[config.mk]
export PLATFORM = sky130hd
export DESIGN_NAME = int_ctrl
export DESIGN_NICKNAME = d
export VERILOG_FILES = /design/src/rtl/int_pkg.sv /design/src/rtl/int_prio_enc.sv /design/src/rtl/int_ctrl.sv
export SDC_FILE = /design/constraint.sdc
export NUM_CORES = 1
export LEC_CHECK = 0
export BUFFER_PORTS_ARGS = -buffer_cell sky130_fd_sc_hd__buf_2
export CAP_MARGIN = 30
export CELL_PAD_IN_SITES_DETAIL_PLACEMENT = 1
export CELL_PAD_IN_SITES_GLOBAL_PLACEMENT = 2
export CORE_AREA = 2 2 62 64
export CTS_CLUSTER_DIAMETER = 40
export CTS_CLUSTER_SIZE = 25
export DETAILED_ROUTE_END_ITERATION = 10
export DIE_AREA = 0 0 64 66
export HOLD_SLACK_MARGIN = 0.08
export PLACE_DENSITY_LB_ADDON = 0.1
export SYNTH_ARGS = -nofsm -noshare
export SYNTH_HDL_FRONTEND = slang
export SYNTH_HIERARCHICAL = 1
export SYNTH_SLANG_ARGS = --single-unit
[constraint.sdc]
create_clock -name clk -period 4.2 [get_ports clk]
set_input_delay 0.84 -clock clk [delete_from_list [all_inputs] [get_ports clk]]
set_output_delay 0.84 -clock clk [all_outputs]
set_load 0.03 [all_outputs]
[src/rtl/int_pkg.sv]
// Shared definitions for the interrupt controller: FSM encoding, default
// vector layout and the special opcodes the fetch stage recognises.
package int_pkg;

    typedef enum logic [1:0] {
        IC_IDLE    = 2'd0,
        IC_ISSUE   = 2'd1,
        IC_SERVICE = 2'd2
    } ic_state_t;

    localparam logic [9:0] DEF_VEC_BASE   = 10'd512;
    localparam logic [9:0] DEF_VEC_STRIDE = 10'd16;

    localparam logic [7:0] OP_NOP  = 8'h00;
    localparam logic [7:0] OP_RETI = 8'hF0;
    localparam logic [7:0] OP_HALT = 8'hFF;

endpackage

[src/rtl/int_prio_enc.sv]
// Lowest-index-wins priority encoder: bit 0 has the highest priority.
module int_prio_enc #(
    parameter int N = 4
) (
    input  logic [N-1:0] req,
    output logic         valid,
    output logic [2:0]   idx
);

    always_comb begin
        valid = |req;
        idx   = 3'd0;
        // Scan downwards so the lowest set index is the last one written.
        for (int i = N - 1; i >= 0; i--) begin
            if (req[i]) idx = 3'(i);
        end
    end

endmodule

[src/rtl/int_ctrl.sv]
// Edge-latched, maskable interrupt controller feeding the fetch/decode stage;
// issues one interrupt at a time and waits for the CPU to return from service.
//
//   state      | meaning
//   -----------+----------------------------------------------------------
//   IC_IDLE    | no interrupt in flight; arbitrate eligible sources
//   IC_ISSUE   | one-cycle pulse on int_occured with vector on int_pc
//   IC_SERVICE | handler running; wait for available_for_int to return to 1
module int_ctrl
    import int_pkg::*;
#(
    parameter int              NUM_SRC    = 4,
    parameter int              PC_W       = 10,
    parameter logic [PC_W-1:0] VEC_BASE   = PC_W'(DEF_VEC_BASE),
    parameter logic [PC_W-1:0] VEC_STRIDE = PC_W'(DEF_VEC_STRIDE)
) (
    input  logic               clk,
    input  logic               rst,
    input  logic [NUM_SRC-1:0] irq,
    input  logic               mask_we,
    input  logic [NUM_SRC-1:0] mask_wdata,
    input  logic               available_for_int,
    output logic               int_occured,
    output logic [PC_W-1:0]    int_pc,
    output logic [NUM_SRC-1:0] pending,
    output logic [NUM_SRC-1:0] mask,
    output logic               busy,
    output logic [2:0]         active_id
);

    ic_state_t          state, state_nxt;
    logic [NUM_SRC-1:0] irq_q;
    logic [NUM_SRC-1:0] rise;
    logic [NUM_SRC-1:0] eligible;
    logic [NUM_SRC-1:0] win_onehot;
    logic [NUM_SRC-1:0] win_clr;
    logic               win_valid;
    logic [2:0]         win_idx;
    logic [PC_W-1:0]    win_vec;
    logic               issue;

    assign rise       = irq & ~irq_q;
    assign eligible   = pending & ~mask;
    assign win_onehot = NUM_SRC'(1) << win_idx;
    assign win_clr    = issue ? win_onehot : '0;
    // Address arithmetic wraps at PC_W bits by construction.
    assign win_vec    = VEC_BASE + PC_W'(win_idx) * VEC_STRIDE;
    assign busy       = (state != IC_IDLE);

    int_prio_enc #(
        .N(NUM_SRC)
    ) u_prio_enc (
        .req  (eligible),
        .valid(win_valid),
        .idx  (win_idx)
    );

    always_comb begin
        state_nxt = state;
        issue     = 1'b0;
        case (state)
            IC_IDLE: begin
                if (win_valid && available_for_int) begin
                    state_nxt = IC_ISSUE;
                    issue     = 1'b1;
                end
            end
            // Fetch drops available_for_int combinationally here; ignore it.
            IC_ISSUE: state_nxt = IC_SERVICE;
            IC_SERVICE: begin
                if (available_for_int) state_nxt = IC_IDLE;
            end
            default: state_nxt = IC_IDLE;
        endcase
    end

    always_ff @(posedge clk or posedge rst) begin
        if (rst) begin
            state       <= IC_IDLE;
            irq_q       <= '0;
            pending     <= '0;
            mask        <= '0;
            int_occured <= 1'b0;
            int_pc      <= '0;
            active_id   <= 3'd0;
        end else begin
            state       <= state_nxt;
            irq_q       <= irq;
            // A new rise on the winner outranks its clear.
            pending     <= (pending & ~win_clr) | rise;
            int_occured <= issue;
            if (mask_we) mask <= mask_wdata;
            if (issue) begin
                int_pc    <= win_vec;
                active_id <= win_idx;
            end
        end
    end

endmodule

==> results of run 1 <==
-- power by group --
group | switching, W | total [W] | internal, W
registers | 0.0000253 | 0.000244 | 0.000219
logic | 0.000162 | 0.000241 | 0.0000793
clock network | 0.0000544 | 0.0000914 | 0.0000369
total | 0.000242 | 0.000577 | 0.000335
-- per-stage QoR --
stage                     setup slack (ns)  power, W  instance area, sq um  cells
after floorplan                       2.57  0.000452                   875     79
after global placement                2.39  0.000494                   988    144
after detailed placement              2.40  0.000495                   988    144
after CTS                             2.16  0.000591                  1010    148
after global routing                  2.12  0.000621                  1010    148
final                                 2.19  0.000577                  1010    148
-- cell families (layout without fill, tap and decap cells) --
family	count (synthesis)	in the layout	synth area share [%]
AO/OA/AOI/OAI	11	11	9.50
buffers and inverters	21	42	14.5
flip-flops	19	19	55.6
multiplexers	6	6	7.89
other	2	7	0.878
AND/OR/NAND/NOR	15	15	11.7
-- registers in the layout, summed over array words and instances, names as in the netlist --
register	count
int_pc	2
state	2
irq_q	4
active_id	2
int_occured	1
pending	4
mask	4
-- layout make-up --
| class | count | area share (%) |
|---|---|---|
| sequential | 19 | 46.9 |
| clock buffer | 4 | 2.59 |
| tap | 48 | 5.92 |
| multi-input combinational | 39 | 27.1 |
| inverter | 10 | 3.70 |
| timing repair buffer | 28 | 13.8 |
-- placed cells by master (no fill, tap or decap), types with 3 or more instances in the layout --
cell type and n:
o41ai_1 3, nand2_1 3, buf_2 28, conb_1 7
o21ai_1 3, clkbuf_4 3, dfrtp_1 19, inv_1 10
nor2_1 3, mux2_2 6, nor2b_1 4, o21ai_0 3
-- path summary, 6_finish.rpt --
kind / slack, ns / end / cells past startpoint
min: 0.42 / pending[0]$_DFF_PP0_ / 1
max in group asynchronous: 3.09 / mask[2]$_DFFE_PP0P_ / 2
min reg2reg: 0.42 / pending[0]$_DFF_PP0_ / 1
max reg2reg: 2.53 / pending[2]$_DFF_PP0_ / 6
max: 2.19 / busy / 2
min in group asynchronous: 0.65 / int_pc[6]$_DFFE_PP0P_ / 2
-- critical path: cells and delay by family (launching register included) --
| kind | cells | cell delay [ns] |
|---|---|---|
| buffers and inverters | 1 | 0.18 |
| flip-flops | 1 | 0.41 |
| AND/OR/NAND/NOR | 1 | 0.29 |
-- routing by layer --
layer / vias up / track usage (%) / part of all wire (%)
met5: - / 0 / 0
met4: 0 / 2.45 / 1.0
met2: 20 / 13.0 / 45
met1: 257 / 11.3 / 47
li1: 274 / - / -
met3: 2 / 3.92 / 6.9
==> results.md, run 1 <==
- Layout Skew: between 0.006 and 0.007 ns
- Count leader, synth: dfrtp_1
- Post-CTS Hold Fix Bufs: 0
- 1st-iter DRT viols: 9
- Final hold violation count: 0
- Core ar.: 3550 sq um
- CTS buffer count: 3
- Final Cycle Share: 48.0%
- DP HPWL: 1.30 mm
- Clk_lat worst skew: 0.29 ns
- Mean routed wirelength per cell: 11.0 um
- # rows: 22
- Setup Viol. Count Final: 0
- Cell taking the most area after synthesis: dfrtp_1
- Fin util: approximately 29%
- Post-Syn Instances: 74
- EDFF count, synth: 0
- Nets: 113
- Syn-to-layout area delta: 18.6%
- Post-Syn Area: approximately 860 sq um
- IO buf count: 28
- Largest cells by area after synthesis: dfrtp_1, buf_4, mux2_2, inv_1, nand4bb_4
- Register area share after synthesis: 55.6%
- Cell Chain, Critical Path: or2_2 > buf_2
- Synthesis-stage register bit count: 19
- Detailed-route via count: 553
- Fillers: 434
- Clk sinks: 19
- Pre-antenna DRT Iters: 3
- Power density over the cells: ~570 nW/um^2
- Root Driver: clkbuf_4
- Hold Startpoint: irq_q[0]$_DFF_PP0_
- Clock Pin Slew Worst Setup and Hold Paths: 0.11 ns
- GPL Wtd Cong: 0.676
- Initial antenna violation count: 0
- Initial Utilization: 24.1%
- Final min period: 2.01 ns
- Final hold slack: ~0.42 ns
- First-pass GRT wire length: 2.75 mm
- Clock Tree Buf Depth: 2
- Final antenna diode count: 0
- CTS-repair resized insts: 0
- Register area: 475 sq um
- Status: complete, no violations
- Crit start category: flop
- Mapped Avg Cell Area: 11.6 sq um
- Setup crit start: state[1]$_DFFE_PP0P_
- Area occupied by multi-input gates: approximately 280 sq um
- FF-to-FF Start: pending[3]$_DFF_PP0_
- Global route total overflow: 0
- Crit end category: output port
- I/O pin count: 35
- Final slew viol count: 0
- Yosys cell types: 19
- Hold Path Class: flop to flop
- GRT Util Overall: 8.70%
- Worst path max stage delay: about 0.4 ns
- Die H: 66 um
- Largest net degree at the start of global routing: 20
- Slew @ Worst Pin: 0.730 ns
- Critical Path Fanout Max: 3
- Via density per instance: approximately 3.7
- Post-synth ARST share: between 90% and 100%
- Worst path slowest cell: dfrtp_1
- DIE WIDTH: about 64 um
- VDD IR max: 0.155 mV
- WL final: 1.63 mm
- Crit path DAT: between 1 and 1.5 ns
- Max frequency: a little under 500 MHz
- Max_slew headroom: between 50% and 60%
- Post-CTS setup buffers: 0
- Share of the synthesized area in the top cell type: 55.6%
- ANT nets after route: 0
- Ys Warns: 6
- Main synth FF type: dfrtp_1
- Vias in the first global route: ~560
- Setup TNS Final: 0 ns
- CTS H-tree lvls: 1
- MaxCap Viol Count: 0
- Lkg Pwr: 0.494 nW
- Die area: 4220 sq um
- # DRC: 0
- CP Class: flop to output port
- Layout cells sized above 1: about two fifths
- CTS tree: built
- RSZ-0062 raised after global routing: false
- Worst Path Required: 3.36 ns
- Synth cell count leaders: dfrtp_1, buf_4, inv_1, mux2_2, nor2b_1
(Power assumes the default switching activity.)
==> inputs of run 2 (changes only) <==
ABC_AREA = 1   (was unset)
CORE_AREA = 2 2 64 66   (was 2 2 62 64)
DIE_AREA = 0 0 66 68   (was 0 0 64 66)
clock period = 1.8 ns   (was 4.2 ns; I/O delays follow)
==> results.md, run 2 <==
- Largest net degree at the start of global routing: 20 (unchanged)
- DP HPWL: 1.45 mm (+12%)
- Top flop regs: irq_q x4, mask x4, pending x4
- Clock Pin Slew Worst Setup and Hold Paths: 0.07 ns (-0.04 ns)
- Cell Chain, Critical Path: nor2_1 > inv_1 > nand4_1 > nand2_2 > nor2_4 > nand2_1 > nand2_1 > nand2_1
- Core ar.: 3860 sq um (+8.6%)
- Die area: 4490 sq um (+6.3%)
- CTS-repair resized insts: 0 (unchanged)
- Post-CTS Hold Fix Bufs: 0 (unchanged)
- Synthesis-stage register bit count: 19 (unchanged)
- I/O pin count: 35 (unchanged)
- Ys Warns: 6 (unchanged)
- Final antenna diode count: 0 (unchanged)
- DP Worst Slack: 0.431 ns (-1.97 ns)
- Most frequent cells in the layout: buf_2, nand2_1, dfrtp_1, inv_1, nor2_1
- CTS tree: built
- Main synth FF type: dfrtp_1
- 1st-iter DRT viols: 8 (-1)
- Met2 routed WL: 876 um (+18%)
- Clock Tree Buf Depth: 2 (unchanged)
- Hold Path Class: input pin to asynchronous set/reset pin
- Global route total overflow: 0 (unchanged)
- Register area share after synthesis: 53.7% (-1.8 points)
- Worst path max stage delay: 0.39 ns (-0.02 ns)
- Largest cells by area after synthesis: dfrtp_1, nand2_1, buf_4, inv_1, nor2_1
- Final hold violation count: 0 (unchanged)
- Mapped Avg Cell Area: 8.85 sq um (-24%)
- Count leader, synth: nand2_1
- Status: complete, no violations
- Final Cycle Share: 75.4%
- Post-synth ARST share: 100% (unchanged)
- Most common cell after layout, fill and taps aside: buf_2
- Met3 wire len: 88 um (-21%)
- Share of the synthesized area in the top cell type: 53.7% (-1.8 points)
- Synth cell count leaders: nand2_1, dfrtp_1, inv_1, nor2_1, buf_4
- CP Class: flop to flop
- Crit end category: flop
- Worst path slowest cell: dfrtp_1
- # DRC: 0 (unchanged)
- EDFF count, synth: 0 (unchanged)
- Layout cells sized above 1: 34.4% (-6.6 points)
- GPL Wtd Cong: 0.683 (+1.0%)
- Fin util: 28.1% (-0.48 points)
- Lkg Pwr: 0.590 nW (+20%)
- Max frequency: 737 MHz
- GRT Util Overall: 9.22% (+0.52 points)
- Die H: 68 um (+3.0%)
- RSZ-0062 raised after global routing: false
- Root Driver: clkbuf_8
- VDD IR max: 0.296 mV (+92%)
- DR top layer: met4
- Post-Syn Area: 885 sq um (+3.4%)
- Final worst slack: 0.443 ns (-1.74 ns)
- Setup Viol. Count Final: 0 (unchanged)
- First-pass GRT wire length: 3.09 mm (+13%)
- Placed insts: 174 (+21%)
- Final slew viol count: 0 (unchanged)
- Syn-to-layout area delta: 22.5%
- Initial antenna violation count: 0 (unchanged)
- Clk sinks: 19 (unchanged)
- Layout Skew: 0.00211 ns (-0.00436 ns)
- Crit start category: flop
- Cell taking the most area after synthesis: dfrtp_1
- Pre-antenna DRT Iters: 3 (unchanged)
- Mean routed wirelength per cell: 10.2 um (-7.8%)
- # rows: 23 (+4.5%)
- Vias in the first global route: 688 (+22%)
- Critical Path Fanout Max: 6 (+3)
- Cell mode on critical path: nand2_1
- M1 wire length: 805 um (+5.9%)
- ANT nets after route: 0 (unchanged)
- CTS H-tree lvls: 1 (unchanged)
- Nets: 141 (+25%)
- Worst Path Required: 1.95 ns (-1.41 ns)
- Setup TNS Final: 0 ns (unchanged)
- DIE WIDTH: 66 um (+3.1%)
- Crit path DAT: 1.51 ns (+0.34 ns)
- WL final: 1.81 mm (+11%)
- MaxCap Viol Count: 0 (unchanged)
- Detailed-route via count: 665 (+20%)
- Clk_lat worst skew: 0.25 ns (-0.04 ns)
- Yosys cell types: 15 (-4)
- Initial Utilization: 22.9% (-1.2 points)
- Post-CTS setup buffers: 0 (unchanged)
- Via density per instance: 3.74 (about the same)
- CTS buffer count: 3 (unchanged)
- Power density over the cells: 1340 nW/um^2 (+130%)
- IO buf count: 28 (unchanged)
- Cell Count, Final, Fillers Out: 178 (+20%)
- Final min period: 1.36 ns
- Post-Syn Instances: 100 (+35%)
[run 2: cell count changes after synthesis, sizes merged, moves of 2 or more]
cell   before  now
inv        10   18
mux2        6    4
nand2       3   25
nor2        3   14
nor2b       4    0
o21ai       6    3
o41ai       4    0
[run 2: per-stage QoR]
| step | cell area [sq um] | power (W) | hold slack, ns |
|---|---|---|---|
| 2_1_floorplan | 903 | 0.00105 | 0.311 |
| 6_report | 1080 | 0.00145 | 0.119 |
| 3_3_place_gp | 1040 | 0.00117 | 0.398 |
| 4_1_cts | 1080 | 0.00148 | 0.128 |
| 5_1_grt | 1080 | 0.00156 | 0.151 |
| 3_5_place_dp | 1040 | 0.00117 | 0.410 |
[run 2: worst max-delay path: cells and delay by family (launching register included)]
family	cells	cell delay (ns)
and+or+nand+nor	7	0.79
DFF	1	0.39
buffers and inverters	1	0.08
[run 2: layout make-up]
class,instances,area (sq um)
clock buffer,4,45.0
timing repair buffer,29,148
inverter,18,67.6
multi-input combinational,58,285
sequential,19,475
tap,50,62.6
fill,484,2770
[run 2: cell families (layout without fill, tap and decap cells)]
kind of cell    Yosys count  count (layout)  share of synthesized area (%)
buf+inv                  28              51                           16.1
flops                    19              19                           53.7
mux                       4               4                           5.09
simple gates             42              42                           20.5
compound gates            5               5                           3.68
other cells               2               7                          0.849
[run 2: worst paths after layout]
path	end	startpoint	cells after the start	slack (ns)
max in group asynchronous	mask[2]$_DFFE_PP0P_	rst	3	1.47
worst max register to register	pending[1]$_DFF_PP0_	mask[0]$_DFFE_PP0P_	8	0.44
min in group clk	irq_q[0]$_DFF_PP0_	irq[0]	1	0.22
worst min register to register	int_pc[9]$_DFFE_PP0P_	int_pc[9]$_DFFE_PP0P_	1	0.47
worst min-delay path	irq_q[3]$_DFF_PP0_	rst	3	0.12
worst max-delay path	pending[1]$_DFF_PP0_	mask[0]$_DFFE_PP0P_	8	0.44
[run 2: report_power, final]
group | switching (W) | total, W | internal (W) | leakage [nW]
clock | 0.000142 | 0.000299 | 0.000157 | 0.0228
sequential | 0.0000494 | 0.000561 | 0.000511 | 0.216
combinational | 0.000429 | 0.000588 | 0.000159 | 0.351
total | 0.000620 | 0.00145 | 0.000828 | 0.590
[run 2: per-layer routing]
| metal | vias to the layer above | GRT usage [%] |
|---|---|---|
| li1 | 334 | - |
| met1 | 306 | 10.8 |
| met2 | 20 | 16.0 |
| met3 | 5 | 1.97 |
| met4 | 0 | 4.59 |
| met5 | - | 0 |
==> inputs of run 3 (changes only) <==
ABC_AREA = 0   (was 1)
CORE_AREA = 2 2 62 64   (was 2 2 64 66)
DIE_AREA = 0 0 64 66   (was 0 0 66 68)
clock period = 1.3 ns   (was 1.8 ns; I/O delays follow)
==> results.md, run 3 (same netlist as run 1, synthesis figures left out) <==
- Critical Path Fanout Max: 6 (unchanged)
- Nets: 138 (-2.1%)
- GRT Util Overall: 9.86% (+0.64 points)
- Die H: 66 um (-2.9%)
- Final antenna diode count: 0 (unchanged)
- Final slew viol count: 0 (unchanged)
- I/O pin count: 35 (unchanged)
- First-pass GRT wire length: 3.22 mm (+4.2%)
- Worst Path Required: 1.49 ns (-0.46 ns)
- Crit start category: flop
- Via density per instance: 3.88 (+4.0%)
- Core ar.: 3550 sq um (-7.9%)
- Cell Chain, Critical Path: nor2b_4 > nor2_2 > nand2_2 > nand4bb_4 > buf_4 > o41ai_2 > o21ai_1
- # rows: 22 (-4.3%)
- R2r setup slk: -0.19 ns (-0.64 ns)
- Failing checks: setup timing
- CTS H-tree lvls: 1 (unchanged)
- Hold Path Class: input pin to flop
- Worst path slowest cell: dfrtp_2
- Design area: 1370 sq um (+27%)
- Initial antenna violation count: 0 (unchanged)
- Worst path max stage delay: 0.44 ns (+0.05 ns)
- Initial Utilization: 24.1% (+1.2 points)
- Setup Viol. Count Final: 9 (+9)
- RSZ-0062 raised after global routing: true
- Lkg Pwr: 0.693 nW (+17%)
- Final hold slack: 0.172 ns (+0.0527 ns)
- GPL Wtd Cong: 0.725 (+6.2%)
- VDD IR max: 0.440 mV (+48%)
- DIE WIDTH: 64 um (-3.0%)
- Global route total overflow: 0 (unchanged)
- 1st-iter DRT viols: 15 (+7)
- Syn-to-layout area delta: 60.5%
- Worst Hold Depth: 2
- # DRC: 0 (unchanged)
- IO buf count: 28 (unchanged)
- Most common cell after layout, fill and taps aside: buf_2
- Clock Tree Buf Depth: 2 (unchanged)
- FF-to-FF Start: mask[0]$_DFFE_PP0P_
- Fillers: 401 (-17%)
- Layout cells sized above 1: 65.6% (+31 points)
- Clock Pin Slew Worst Setup and Hold Paths: 0.12 ns (+0.05 ns)
- Hold Startpoint: mask_wdata[1]
- Hold Path End: mask[1]$_DFFE_PP0P_
- Clk_lat worst skew: 0.31 ns (+0.06 ns)
- CTS buffer count: 3 (unchanged)
- R2r worst-path depth: 7 (-1)
- Pre-antenna DRT Iters: 3 (unchanged)
- Mean routed wirelength per cell: 10.9 um (+7.4%)
- Final Cycle Share: 115% (+40 points)
- Power Total: 0.00231 W (+60%)
- Root Driver: clkbuf_4
- Crit path DAT: 1.69 ns (+0.18 ns)
- Fin util: 38.7% (+11 points)
- Final hold violation count: 0 (unchanged)
- Cell Count, Final, Fillers Out: 173 (-2.8%)
- Detailed-route via count: 672 (+1.1%)
- Top flop regs: irq_q x4, mask x4, pending x4
- Largest net degree at the start of global routing: 20 (unchanged)
- MaxCap Viol Count: 0 (unchanged)
- Most frequent cells in the layout: buf_2, buf_4, dfrtp_1, buf_6, inv_1
- Die area: 4220 sq um (-5.9%)
- Reg2reg end: pending[3]$_DFF_PP0_
- Final min period: 1.49 ns (+0.138 ns)
- Placed insts: 158 (-9.2%)
- Clk sinks: 19 (unchanged)
- DP HPWL: 1.38 mm (-4.7%)
- ANT nets after route: 0 (unchanged)
- Crit end category: flop
- Status: finished, violations left
- Placed cell area: 1140 sq um (+9.8%)
- Setup crit start: mask[0]$_DFFE_PP0P_
- Vias in the first global route: 725 (+5.4%)
- CP Class: flop to flop
- Final worst slack: -0.195 ns (-0.638 ns)
- Max frequency: 669 MHz (-9.2%)
- CTS tree: built
- Power density over the cells: 1680 nW/um^2 (+26%)
- WL final: 1.89 mm (+4.4%)
- Layout Skew: 0.00450 ns (+0.00239 ns)
[run 3: cell types whose count changed in the layout (fill, tap and decap cells not counted), sizes merged, moves of 2 or more]
cell / before / now
nand2: 25 / 3
dlygate4sd3: 0 / 5
mux2: 4 / 6
nor2: 14 / 3
o41ai: 0 / 4
nor2b: 0 / 4
buf: 29 / 48
o21ai: 3 / 6
inv: 18 / 10
[run 3: how the worst max path moves through the flow]
stage / to / slack (ns) / depth (start not counted)
5_1_grt: pending[0]$_DFF_PP0_ / -0.29 / 6
3_3_place_gp: pending[1]$_DFF_PP0_ / -0.32 / 6
2_1_floorplan: pending[1]$_DFF_PP0_ / -0.22 / 6
4_1_cts: pending[1]$_DFF_PP0_ / -0.20 / 6
6_report: pending[3]$_DFF_PP0_ / -0.19 / 7
3_5_place_dp: pending[1]$_DFF_PP0_ / -0.34 / 6
[run 3: where the power goes]
part | internal (W) | total (W) | leakage, nW | switching [W]
combinational | 0.000567 | 0.00120 | 0.467 | 0.000635
sequential | 0.000713 | 0.000791 | 0.211 | 0.0000776
clock | 0.000120 | 0.000319 | 0.0150 | 0.000200
total | 0.00140 | 0.00231 | 0.693 | 0.000912
[run 3: worst max-delay path: cells and delay by family, from the launching register on]
| family | cells | cell delay (ns) |
|---|---|---|
| buffers and inverters | 1 | 0.18 |
| AOI/OAI and AO/OA | 2 | 0.30 |
| and+or+nand+nor | 4 | 0.46 |
| DFF | 1 | 0.44 |
[run 3: what timing repair did]
action / 4_1_cts / 5_1_grt
setup endpoints to repair: 15 / 19
setup buffers: 5 / 3
gates resized for setup: 24 / 9
hold buffers: 5 / 0
endpoints found under the hold margin: 23 / 0
pin swaps: 2 / 1
[run 3: stage by stage]
step / setup WS, ns / TNS, ns
after global placement: -0.323 / -0.869
after detailed placement: -0.344 / -1.03
final: -0.195 / -1.31
after global routing: -0.294 / -2.27
after CTS: -0.201 / -1.10
after floorplan: -0.216 / -0.893
[run 3: area by class of cell]
| cell class | count | area, sq um | share of cell area, % |
|---|---|---|---|
| Timing Repair Buffer | 53 | 408 | 29.7 |
| Tap cell | 48 | 60.1 | 4.37 |
| Clock buffer | 4 | 26.3 | 1.91 |
| Inverter | 10 | 37.5 | 2.73 |
| Multi-Input combinational cell | 39 | 358 | 26.0 |
| Sequential cell | 19 | 484 | 35.2 |
[run 3: routing by layer]
metal / GRT usage (%) / vias up / share of wire (%)
met3: 2.39 / 3 / 6.0
met1: 10.8 / 321 / 40
met2: 18.1 / 24 / 53
li1: - / 324 / -
met4: 4.08 / 0 / 1.2
met5: 0 / - / 0
